===== config.mk =====
export PLATFORM = sky130hd
export DESIGN_NAME = sig_gen_sequencer
export DESIGN_NICKNAME = d
export VERILOG_FILES = /design/src/rtl/sig_gen_sequencer.sv
export SDC_FILE = /design/constraint.sdc
export NUM_CORES = 1
export LEC_CHECK = 0
export BUFFER_PORTS_ARGS = -buffer_cell sky130_fd_sc_hd__buf_4
export CAP_MARGIN = 20
export CORE_MARGIN = 10
export CORE_UTILIZATION = 45
export CTS_CLUSTER_SIZE = 28
export DETAILED_ROUTE_END_ITERATION = 7
export PLACE_DENSITY = 0.67
export SLEW_MARGIN = 30
export SYNTH_ARGS = -nofsm -noshare
export SYNTH_HDL_FRONTEND = slang
export SYNTH_SLANG_ARGS = --single-unit

===== constraint.sdc =====
create_clock -name axi_clock -period 7.85 [get_ports axi_clock]
set_input_delay 1.57 -clock axi_clock [delete_from_list [all_inputs] [get_ports axi_clock]]
set_output_delay 1.57 -clock axi_clock [all_outputs]
set_load 0.01 [all_outputs]

===== src/rtl/sig_gen_sequencer.sv =====
// sig_gen_sequencer
// Sequences read_bram_control for the signal generator. A start request (optionally
// gated by an external trigger edge) produces n_bursts single-pass BRAM playbacks,
// each preceded by a one-cycle read-pointer restart (PRELOAD) and separated by
// gap_cycles idle cycles. n_bursts = 0 repeats until stop.
//
// Ports
//   axi_clock, rst_n         clock (rising edge) and asynchronous active-low reset
//   start, stop              sequence request / abort (stop wins over everything)
//   trig_mode, trig_each     wait for ext_trig rising edge before first / every burst
//   ext_trig                 external trigger level
//   n_bursts, gap_cycles     bursts per sequence, idle cycles between bursts
//   dec_rate_in, default_in  playback settings, latched at start
//   finish_read              end-of-burst indication from read_bram_control
//   rst_read, en_read        read_bram_control pointer restart / playback enable
//   continous                tied low, repetition is handled here
//   dec_rate, default_value  latched playback settings
//   busy, armed              not IDLE / waiting for trigger
//   burst_cnt                completed bursts this sequence (saturating)
//   done                     one-cycle pulse on normal completion
//
// Build option
//   EXT_TRIG_SYNC_EN  adds a 2-flop synchronizer on ext_trig (trigger latency 4
//                     cycles instead of 2).

module sig_gen_sequencer #(
   parameter int CNT_WIDTH = 16,
   parameter int GAP_WIDTH = 32
) (
   input  logic                 axi_clock,
   input  logic                 rst_n,
   input  logic                 start,
   input  logic                 stop,
   input  logic                 trig_mode,
   input  logic                 trig_each,
   input  logic                 ext_trig,
   input  logic [CNT_WIDTH-1:0] n_bursts,
   input  logic [GAP_WIDTH-1:0] gap_cycles,
   input  logic [31:0]          dec_rate_in,
   input  logic [31:0]          default_in,
   input  logic                 finish_read,
   output logic                 rst_read,
   output logic                 en_read,
   output logic                 continous,
   output logic [31:0]          dec_rate,
   output logic [31:0]          default_value,
   output logic                 busy,
   output logic                 armed,
   output logic [CNT_WIDTH-1:0] burst_cnt,
   output logic                 done
);

   typedef enum logic [2:0] {
      S_IDLE,
      S_ARM,
      S_PRELOAD,
      S_PLAY,
      S_GAP,
      S_DONE
   } state_t;

   state_t state_q, state_d;

   logic [CNT_WIDTH-1:0] n_bursts_q, n_bursts_d;
   logic [GAP_WIDTH-1:0] gap_q, gap_d;
   logic [GAP_WIDTH-1:0] gap_cnt_q, gap_cnt_d;
   logic                 trig_each_q, trig_each_d;
   logic [31:0]          dec_rate_q, dec_rate_d;
   logic [31:0]          default_value_q, default_value_d;
   logic [CNT_WIDTH-1:0] burst_cnt_q, burst_cnt_d;
   logic                 rst_read_q, rst_read_d;
   logic                 en_read_q, en_read_d;
   logic                 busy_q, busy_d;
   logic                 armed_q, armed_d;
   logic                 done_q, done_d;

   logic                 trig_src;
   logic                 trig_q0, trig_q1;
   logic                 trig_edge;
   logic [CNT_WIDTH-1:0] burst_inc;
   state_t               rearm_state;

`ifdef EXT_TRIG_SYNC_EN
   logic sync_q0, sync_q1;

   // ext_trig is asynchronous in this build, so it passes two flops first
   always_ff @(posedge axi_clock or negedge rst_n) begin
      if (!rst_n) begin
         sync_q0 <= 1'b0;
         sync_q1 <= 1'b0;
      end else begin
         sync_q0 <= ext_trig;
         sync_q1 <= sync_q0;
      end
   end

   assign trig_src = sync_q1;
`else
   assign trig_src = ext_trig;
`endif

   // Edge detector taps run continuously, so a level already high when ARM is
   // entered never looks like an edge
   always_ff @(posedge axi_clock or negedge rst_n) begin
      if (!rst_n) begin
         trig_q0 <= 1'b0;
         trig_q1 <= 1'b0;
      end else begin
         trig_q0 <= trig_src;
         trig_q1 <= trig_q0;
      end
   end

   assign trig_edge = trig_q0 & ~trig_q1;

   // State, latched configuration and registered outputs
   always_ff @(posedge axi_clock or negedge rst_n) begin
      if (!rst_n) begin
         state_q         <= S_IDLE;
         n_bursts_q      <= '0;
         gap_q           <= '0;
         gap_cnt_q       <= '0;
         trig_each_q     <= 1'b0;
         dec_rate_q      <= '0;
         default_value_q <= '0;
         burst_cnt_q     <= '0;
         rst_read_q      <= 1'b1;
         en_read_q       <= 1'b0;
         busy_q          <= 1'b0;
         armed_q         <= 1'b0;
         done_q          <= 1'b0;
      end else begin
         state_q         <= state_d;
         n_bursts_q      <= n_bursts_d;
         gap_q           <= gap_d;
         gap_cnt_q       <= gap_cnt_d;
         trig_each_q     <= trig_each_d;
         dec_rate_q      <= dec_rate_d;
         default_value_q <= default_value_d;
         burst_cnt_q     <= burst_cnt_d;
         rst_read_q      <= rst_read_d;
         en_read_q       <= en_read_d;
         busy_q          <= busy_d;
         armed_q         <= armed_d;
         done_q          <= done_d;
      end
   end

   // Next-state logic. Outputs are decoded from the next state so the registered
   // outputs always describe the state the sequencer is currently in.
   always_comb begin
      state_d         = state_q;
      n_bursts_d      = n_bursts_q;
      gap_d           = gap_q;
      gap_cnt_d       = gap_cnt_q;
      trig_each_d     = trig_each_q;
      dec_rate_d      = dec_rate_q;
      default_value_d = default_value_q;
      burst_cnt_d     = burst_cnt_q;
      burst_inc       = (&burst_cnt_q) ? burst_cnt_q : burst_cnt_q + CNT_WIDTH'(1);
      rearm_state     = trig_each_q ? S_ARM : S_PRELOAD;

      if (stop) begin
         state_d = S_IDLE;
      end else begin
         case (state_q)
            S_IDLE: begin
               if (start) begin
                  n_bursts_d      = n_bursts;
                  gap_d           = gap_cycles;
                  // per-burst re-arm only makes sense in triggered mode
                  trig_each_d     = trig_each & trig_mode;
                  dec_rate_d      = dec_rate_in;
                  default_value_d = default_in;
                  burst_cnt_d     = '0;
                  state_d         = trig_mode ? S_ARM : S_PRELOAD;
               end
            end
            S_ARM: begin
               if (trig_edge) begin
                  state_d = S_PRELOAD;
               end
            end
            S_PRELOAD: begin
               state_d = S_PLAY;
            end
            S_PLAY: begin
               if (finish_read) begin
                  burst_cnt_d = burst_inc;
                  if ((n_bursts_q != '0) && (burst_inc == n_bursts_q)) begin
                     state_d = S_DONE;
                  end else if (gap_q != '0) begin
                     gap_cnt_d = gap_q - GAP_WIDTH'(1);
                     state_d   = S_GAP;
                  end else begin
                     state_d = rearm_state;
                  end
               end
            end
            S_GAP: begin
               if (gap_cnt_q == '0) begin
                  state_d = rearm_state;
               end else begin
                  gap_cnt_d = gap_cnt_q - GAP_WIDTH'(1);
               end
            end
            S_DONE: begin
               state_d = S_IDLE;
            end
            default: begin
               state_d = S_IDLE;
            end
         endcase
      end

      rst_read_d = (state_d == S_IDLE) || (state_d == S_PRELOAD);
      en_read_d  = (state_d == S_PLAY);
      busy_d     = (state_d != S_IDLE);
      armed_d    = (state_d == S_ARM);
      done_d     = (state_d == S_DONE);
   end

   assign rst_read      = rst_read_q;
   assign en_read       = en_read_q;
   assign continous     = 1'b0;
   assign dec_rate      = dec_rate_q;
   assign default_value = default_value_q;
   assign busy          = busy_q;
   assign armed         = armed_q;
   assign burst_cnt     = burst_cnt_q;
   assign done          = done_q;

endmodule

==> flow_summary.json <==
{
  "drt_iter0_drc": 575,
  "start_util_pct": 46.0,
  "fmax_ghz": 0.232,
  "numCtsBuffers": 17,
  "final_cells": 1394,
  "regToRegSetupSlack_ps": 3530,
  "irDropWorstVdd_v": 0.000151,
  "critPathSlowestCell": "nand2_1",
  "clock_latency_ps": 440,
  "rsz0062_at_grt": "false",
  "ys_seq_area_share_pct": 45.7,
  "core_um2": 20400,
  "wirelength_um": 27100,
  "ys_ff_latch": 171,
  "r2r-start": "burst_cnt[0]",
  "die_x_um": 164,
  "h-tree-depth": 4,
  "endpoint": "gap_cnt_q[6]",
  "dp.cells": 1362,
  "seq_area_um2": 4280,
  "netlist_area_um2": 9370,
  "grt-ovfl-total": 0,
  "wl_per_cell_um": 19.4,
  "fillCellCount": 1813,
  "synthMostInstantiatedCell": "dfrtp_1",
  "slew_violations": 0,
  "drive_gt1_share_pct": 33.7,
  "tns_ps": 0,
  "yosysTopAreaCellShare_pct": 45.4,
  "critPathCaptureType": "flip-flop",
  "ff2ff_path_depth": 10,
  "post-route-drc-count": 0,
  "syn_nets": 1063,
  "utilization_pct": 57.0,
  "synth-edff-count": 0,
  "fin_crit_ps": 4320,
  "arrival_ps": 4640,
  "fp.dieH_um": 164,
  "yosys.area.top_type": "dfrtp_1",
  "ys_warn_count": 0,
  "port-buffer-count": 204,
  "cts-resized-gates": 0,
  "synthCells": 941,
  "multiInputGateArea_um2": 4760,
  "synthArstFlopShare_pct": 100,
  "startpoint": "burst_cnt[0]",
  "finalHoldViolCount": 0,
  "critPathMaxStageDelay_ps": 810,
  "rows": 52,
  "gp_congestion": 0.902,
  "dp_hpwl_um": 19900,
  "hold_class": "flip-flop to flip-flop",
  "synthTopCellsByCount": "170 x dfrtp_1, 113 x mux2_2, 77 x nand2_1",
  "critPathMostFrequentCell": "nand2_1",
  "status": "finished, final reports clean",
  "cts_tree": "yes",
  "slew_headroom_pct": 43.5,
  "power.leakage_uw": 0.00500,
  "grt_start_max_net_pins": 99,
  "ant_nets": 0,
  "fin_skew_ps": 18.7,
  "post_cts_buffers": 0,
  "clockBufferDepth": 2,
  "setup_viol": 0,
  "synth_ff_type": "dfrtp_1",
  "drv_cap": 0,
  "nNetsFinal": 1233,
  "worstSetupPathType": "flip-flop to flip-flop",
  "cellPowerDensity_nw_per_um2": 260,
  "tightest_slew_ps": 846,
  "ys_top_cells_by_area": "dfrtp_1 45%, mux2_2 14%, a21oi_1 4.1%",
  "finalCritPeriodShare_pct": 55.0,
  "diodes": 0,
  "antenna_found_initial": 0,
  "grt_pass1_wl_um": 43200,
  "viasPerCell": 5.79,
  "netlist-cell-type-count": 78,
  "cts.sinks": 171,
  "clk_pin_slew_ps": 80,
  "dieArea_um2": 27000,
  "required_ps": 8170,
  "root_buffer": "clkbuf_16",
  "vias": 8065,
  "syn_to_final_growth_pct": 23.8,
  "grt.total_usage_pct": 20.0,
  "grt_pass1_vias": 7969,
  "cp_max_fo": 21,
  "r2r_end": "gap_cnt_q[6]",
  "start_kind": "flip-flop",
  "cp_cell_sequence": "ha_1 > nand2_1 > nor3_1 > o211ai_1 > a2111oi_0 > nor4b_1 > nand3_1 > nand2_1 > o21ai_1 > a211o_1",
  "syn_avg_cell_area_um2": 9.96,
  "hold_buffers": 0,
  "drt_pass1_iterations": 6,
  "ioPinCount": 206
}
==> placed cells by master (no fill, tap or decap), types with 10 or more instances in the layout <==
cell,Yosys,final
a21oi_1,76,76
nand2_1,77,77
mux2i_1,19,19
and2_1,14,14
buf_4,5,210
nor3_1,40,40
nand3_1,21,21
or3_1,10,10
mux2_2,113,113
xnor2_1,12,12
a31oi_1,12,12
o21ai_0,43,43
nand4_1,17,17
inv_1,15,15
nor2_1,66,66
nand2b_1,11,11
nor4_1,17,17
dfrtp_1,170,170
clkbuf_16,0,17
and3_1,16,16
==> worst max-delay path: cells and delay by family, from the launching register on <==
kind,cells,cell delay [ps]
DFF,1,480
and+or+nand+nor,5,2340
adders and majority gates,1,370
AOI/OAI and AO/OA,4,1000
==> report_power, final <==
part / switching (µW) / total [µW] / internal, µW
clock: 402 / 825 / 423
combinational: 365 / 815 / 450
sequential: 250 / 1370 / 1120
total: 1020 / 3010 / 2000
==> cells by family after synthesis <==
group           synth area share (%)
compound gates                  14.0
xor+xnor                        1.68
fa+ha+maj                      0.267
buf+inv                         3.70
flops                           45.7
mux                             15.8
other cells                   0.0400
simple gates                    18.9
==> cell type report <==
cell class / instances / area share, %
multi-input combinational: 694 / 41.0
sequential: 171 / 36.9
timing repair buffer: 212 / 13.8
clock buffer: 17 / 3.67
tap: 270 / 2.91
clock inverter: 15 / 1.25
inverter: 15 / 0.485
==> metal layers <==
metal / track usage, % / share of wire (%)
met1: 24.8 / 41
met2: 31.1 / 46
met3: 8.99 / 12
met4: 4.79 / 1.4
met5: 0 / 0
==> registers in the layout, indices dropped and copies added (netlist names) <==
name,cells
armed,1
burst_cnt,16
busy,1
dec_rate,32
default_value,32
done,1
en_read,1
gap_cnt_q,32
gap_q,32
n_bursts_q,16
rst_read,1
state_q,3
trig_each_q,1
trig_q0,1
trig_q1,1
==> worst min-delay path by stage <==
stage          slack (ps)  cells past startpoint     from      end
6_report              420                      0  trig_q0  trig_q1
3_3_place_gp          390                      0  trig_q0  trig_q1
5_1_grt               430                      0  trig_q0  trig_q1
2_1_floorplan         370                      0  trig_q0  trig_q1
4_1_cts               420                      0  trig_q0  trig_q1
3_5_place_dp          400                      0  trig_q0  trig_q1
==> metrics by stage <==
stage | hold slack [ps] | area, µm² | total power [µW] | setup slack (ps)
after CTS | 421 | 11600 | 3040 | 3590
after global placement | 388 | 11000 | 2190 | 3590
after detailed placement | 403 | 11000 | 2210 | 3370
final | 418 | 11600 | 3010 | 3530
after floorplan | 375 | 9370 | 1830 | 4050
after global routing | 433 | 11600 | 3200 | 3160
No activity file was read; power rests on OpenSTA's default activity.
